--- src/rtl/icache_direct.sv ---
// icache_direct: direct-mapped, one-word-per-block instruction cache.
// Hits are served combinationally in IDLE. A miss runs a single-word fill
// over the iREN/iaddr/iload/iwait handshake.
// Optional macro ICACHE_STATS_EN adds the hit_count / miss_count outputs.
module icache_direct #(
    parameter int SETS   = 16,
    parameter int WORD_W = 32
) (
    input  logic              CLK,
    input  logic              nRST,
    input  logic              imemREN,
    input  logic [31:0]       imemaddr,
    output logic              ihit,
    output logic [WORD_W-1:0] imemload,
    output logic              iREN,
    output logic [31:0]       iaddr,
    input  logic [WORD_W-1:0] iload,
    input  logic              iwait
`ifdef ICACHE_STATS_EN
    ,
    output logic [31:0]       hit_count,
    output logic [31:0]       miss_count
`endif
);
    localparam int IDX_W = $clog2(SETS);
    localparam int TAG_W = 32 - IDX_W - 2;

    typedef enum logic {IDLE, FETCH} state_t;

    state_t            state;
    logic [29:0]       miss_word;   // latched word address of the pending fill
    logic [SETS-1:0]   valid;
    logic [TAG_W-1:0]  tags [SETS];
    logic [WORD_W-1:0] data [SETS];

    logic [IDX_W-1:0]  idx;
    logic [TAG_W-1:0]  tag;
    logic [IDX_W-1:0]  miss_idx;
    logic [TAG_W-1:0]  miss_tag;
    logic              lookup_hit;
    logic              start_miss;
    logic              fill;
    logic              unused_bits;

    assign idx        = imemaddr[IDX_W+1:2];
    assign tag        = imemaddr[31:IDX_W+2];
    assign miss_idx   = miss_word[IDX_W-1:0];
    assign miss_tag   = miss_word[29:IDX_W];
    assign unused_bits = ^imemaddr[1:0];   // byte offset never matters for fetches

    // Lookup only counts as a hit while no fill is outstanding
    assign lookup_hit = imemREN && valid[idx] && (tags[idx] == tag);
    assign ihit       = (state == IDLE) && lookup_hit;
    assign imemload   = ihit ? data[idx] : '0;
    assign iaddr      = iREN ? {miss_word, 2'b00} : 32'd0;
    assign start_miss = (state == IDLE) && imemREN && !lookup_hit;
    // iREN is low during reset, so a reset mid-fetch can never write a frame
    assign fill       = iREN && !iwait;

    // Fill FSM: IDLE -> FETCH on a miss, back to IDLE once memory returns data
    always_ff @(posedge CLK or negedge nRST) begin
        if (!nRST) begin
            state     <= IDLE;
            iREN      <= 1'b0;
            miss_word <= '0;
            valid     <= '0;
        end else begin
            case (state)
                IDLE: if (start_miss) begin
                    state     <= FETCH;
                    iREN      <= 1'b1;
                    miss_word <= imemaddr[31:2];
                end
                FETCH: if (!iwait) begin
                    state           <= IDLE;
                    iREN            <= 1'b0;
                    valid[miss_idx] <= 1'b1;
                end
                default: begin
                    state <= IDLE;
                    iREN  <= 1'b0;
                end
            endcase
        end
    end

    // Tag/data arrays are not reset; the valid bits guard them
    always_ff @(posedge CLK) begin
        if (fill) begin
            tags[miss_idx] <= miss_tag;
            data[miss_idx] <= iload;
        end
    end

`ifdef ICACHE_STATS_EN
    // Free-running hit/miss counters, wrapping naturally at 2^32
    always_ff @(posedge CLK or negedge nRST) begin
        if (!nRST) begin
            hit_count  <= '0;
            miss_count <= '0;
        end else begin
            if (ihit)       hit_count  <= hit_count + 32'd1;
            if (start_miss) miss_count <= miss_count + 32'd1;
        end
    end
`endif

endmodule
--- config.mk ---
export PLATFORM = sky130hd
export DESIGN_NAME = icache_direct
export DESIGN_NICKNAME = d
export VERILOG_FILES = /design/src/rtl/icache_direct.sv
export SDC_FILE = /design/constraint.sdc
export NUM_CORES = 1
export LEC_CHECK = 0
export CAP_MARGIN = 15
export CORE_ASPECT_RATIO = 2
export CORE_MARGIN = 2
export CORE_UTILIZATION = 28
export DETAILED_ROUTE_END_ITERATION = 8
export MAX_ROUTING_LAYER = met4
export PLACE_DENSITY = 0.42
export RECOVER_POWER = 25
export SETUP_SLACK_MARGIN = 0.5
export SYNTH_ARGS = -nofsm -noshare
export SYNTH_HDL_FRONTEND = slang
export SYNTH_SLANG_ARGS = --single-unit
--- constraint.sdc ---
create_clock -name CLK -period 6.79 [get_ports CLK]
set_input_delay 1.358 -clock CLK [delete_from_list [all_inputs] [get_ports CLK]]
set_output_delay 1.358 -clock CLK [all_outputs]
set_load 0.005 [all_outputs]
==> flow_summary.ini <==
[run_status]
status = finished with violations
violations = max-capacitance violations, max-slew violations

[sta]
fin_crit_ns = 6.24
finalSetupViolCount = 0
finalClockSkew_ns = 0.0273
slew_viol_final = 49
tightest_slew_ns = 3.49
fmax_ghz = 0.160
hold-worst-slack_ns = 0.450
post-route-period-util_pct = 91.8
grt_setup_unrepaired = true
finalSetupTns_ns = 0
hold_violations = 0
relSlewSlack_pct = -133

[clocking]
clkLatencyLatePin_ns = 0.68
clkTransAtPathRegs_ns = 0.06
cts-root-buf = clkbuf_16
clock_sinks = 976
htreeDepth = 3
clk_path_buf_depth = 3
cts_tree = yes
cts_buffers = 94

[route]
drt_iter0_markers = 1175
via_count = 18200
drtPass1Iterations = 5
routed_wl_um = 108000
drc_errors = 0
via_per_inst = 4.78
wl_per_cell_um = 28.4
final_antenna_net_count = 0

[power_and_ir_drop]
p_int_mw = 10.5
p_leak_nw = 15.1
switching_share_pct = 23.2
clkPwrFrac_pct = 37.9
p_sw_mw = 3.17
pwr-share-comb_pct = 8.9
power_density_mw_per_mm2 = 298
peakVddDrop_v = 0.000195
seqPwrFrac_pct = 53.2

[placement]
dp_hpwl_um = 58100
gp_congestion = 0.737
io_buffer_count = 129

[logic_synthesis]
synthTopCellsByCount = edfxtp_1 (928), mux4_2 (231), mux2i_1 (82), and2_1 (65), dfrtp_1 (48)
synth_cell_types = 55
yosysTopAreaCell = edfxtp_1
synthFlopType = edfxtp_1
synth_cells = 1740
syn-cell-area_mm2 = 0.0382
async_reset_ff_share_pct = 4.92
netlist_top_cells_area = edfxtp_1 (73%), mux4_2 (14%), dfrtp_1 (3.1%)
ys_seq_elements = 976
synth_edf_count = 928
yosys.area.top_type_share_pct = 73.0
syn_avg_cell_area_um2 = 22.0
yosysSeqAreaShare_pct = 76.1
yosysMostFrequentCell = edfxtp_1
ys_warn_count = 0

[die]
initial_core_util_pct = 28.2
fp.dieArea_mm2 = 0.140
core_mm2 = 0.136
chipHeight_um = 526
die_x_um = 265
io_pins = 134
fp-row-count = 191

[worst_hold_path]
hold_path_class = flip-flop to flip-flop

[critical_path]
end_kind = output pin
critPathMaxFanout = 6
crit_arrival_ns = 4.88
startpoint_type = input pin
required_ns = 5.43
critical_path_class = input pin to output pin

[finish]
area_growth_pct = 20.3
fillers = 12700
fin_nets = 2052
layout-drive-gt1-share_pct = 27.3

[global_route]
grt_pass1_wl_um = 153000
grt_pass1_vias = 19900
grt_overflow = 0
grt_max_degree = 59
antenna_found_initial = 13
grtUsageTotal_pct = 16.1

[flow_run]
max_cap_violations = 1
power by group through the flow:
stage          logic, mW  clock network [mW]  registers, mW
2_1_floorplan      0.661                   0           7.31
3_3_place_gp        1.19                   0           7.39
3_5_place_dp        1.20                   0           7.43
4_1_cts             1.26                5.35           7.30
5_1_grt             1.31                5.55           7.34
6_report            1.21                5.19           7.29
per-layer routing:
| layer | vias up | wire (um) | GRT usage (%) |
|---|---|---|---|
| met5 | - | 0 | - |
| met4 | 0 | 2660 | 5.10 |
| met3 | 136 | 3580 | 2.01 |
| met2 | 366 | 57500 | 28.3 |
| met1 | 9971 | 44300 | 19.1 |
| li1 | 7728 | - | - |
cell type report:
type                            instances  area [um2]  area share [%]
Sequential cell                       976       29100            63.3
Multi-Input combinational cell        671        8850            19.3
Timing Repair Buffer                  236        2800            6.10
Clock buffer                          124        2610            5.68
Tap cell                             1737        2170            4.73
Clock inverter                         49         402           0.874
Inverter                                5        20.0          0.0436
Antenna cell                            7        17.5          0.0381
what timing repair did:
action | CTS | global route
endpoints found under the setup margin | 33 | 31
hold buffers | 0 | 0
buffers inserted | 14 | 3
resized for setup | 40 | 27
pin swaps | 6 | 4
cloned | 9 | 1
cells in the final DEF (no fill, tap or decap), types with 6 or more instances in the layout:
| master | netlist | routed |
|---|---|---|
| edfxtp_1 | 928 | 928 |
| mux4_2 | 231 | 231 |
| clkdlybuf4s50_1 | 0 | 103 |
| clkbuf_16 | 0 | 99 |
| mux2i_1 | 82 | 82 |
| buf_4 | 12 | 65 |
| and2_1 | 65 | 61 |
| dfrtp_1 | 48 | 48 |
| nand2_1 | 39 | 39 |
| mux2_4 | 28 | 28 |
| a22oi_1 | 23 | 23 |
| buf_12 | 3 | 23 |
| clkinv_2 | 0 | 21 |
| clkbuf_1 | 35 | 21 |
| xnor2_1 | 18 | 17 |
| a21o_1 | 17 | 17 |
| clkinv_1 | 0 | 17 |
| dlymetal6s2s_1 | 0 | 16 |
| nand3_1 | 15 | 15 |
| nor2_4 | 0 | 14 |
| nor2b_1 | 14 | 13 |
| xor2_1 | 13 | 12 |
| mux2_2 | 10 | 10 |
| a221oi_1 | 13 | 10 |
| nand2b_1 | 11 | 10 |
| nor2_1 | 24 | 9 |
| bufbuf_16 | 0 | 8 |
| buf_16 | 0 | 8 |
| diode_2 | 0 | 7 |
| bufinv_16 | 0 | 6 |
| clkbuf_8 | 0 | 6 |
kinds of logic (layout without fill, tap and decap cells):
family,count (synthesis),after routing,synth area share [%]
and+or+nand+nor,190,190,2.67
DFF,976,976,76.1
xor gates and xnor gates,31,31,0.711
other,1,9,0.00982
muxes,351,351,17.2
AOI/OAI and AO/OA,97,97,1.99
buffers and inverters,94,414,1.36
worst paths after layout:
path	start	end	slack, ns	cells past startpoint
max in group asynchronous	nRST	miss_word[26]	2.80	2
setup reg to reg	tags[15][17]	miss_word[26]	3.24	9
hold / removal	valid[9]	valid[9]	0.45	1
hold reg to reg	valid[9]	valid[9]	0.45	1
setup / recovery	imemaddr[2]	imemload[30]	0.55	15
min in group asynchronous	nRST	miss_word[18]	1.95	2
flip-flops by register name, summed over array words and instances (netlist names):
name / cells
data: 512
tags: 416
miss_word: 30
valid: 16
iREN: 1
state: 1
metrics by stage:
| step | total power, mW | worst slack [ns] | utilization [%] | std cells | instance area (um2) |
|---|---|---|---|---|---|
| floorplan | 7.97 | 0.566 | - | 1741 | 38200 |
| global placement | 8.59 | -0.251 | 31.1 | 3597 | 42200 |
| detailed placement | 8.63 | -0.260 | 31.1 | 3598 | 42200 |
| CTS | 13.9 | 0.484 | 33.8 | 3794 | 45800 |
| global route | 14.2 | 0.443 | 33.9 | 3805 | 45900 |
| finish | 13.7 | 0.553 | 33.9 | 3805 | 45900 |
worst max-delay path: stages:
cell and delay, ns:
bufbuf_16 0.27, buf_4 0.14, buf_4 0.16, nor2b_1 0.14, buf_4 0.16, a22o_1 0.21, a221oi_2 0.24, xor2_2 0.33
and4_4 0.29, nor4bb_4 0.28, and4_4 0.30, buf_12 0.13, buf_16 0.15, and2_1 0.18, clkdlybuf4s50_1 0.52
Note: power is estimated with default switching activity, not from simulation.
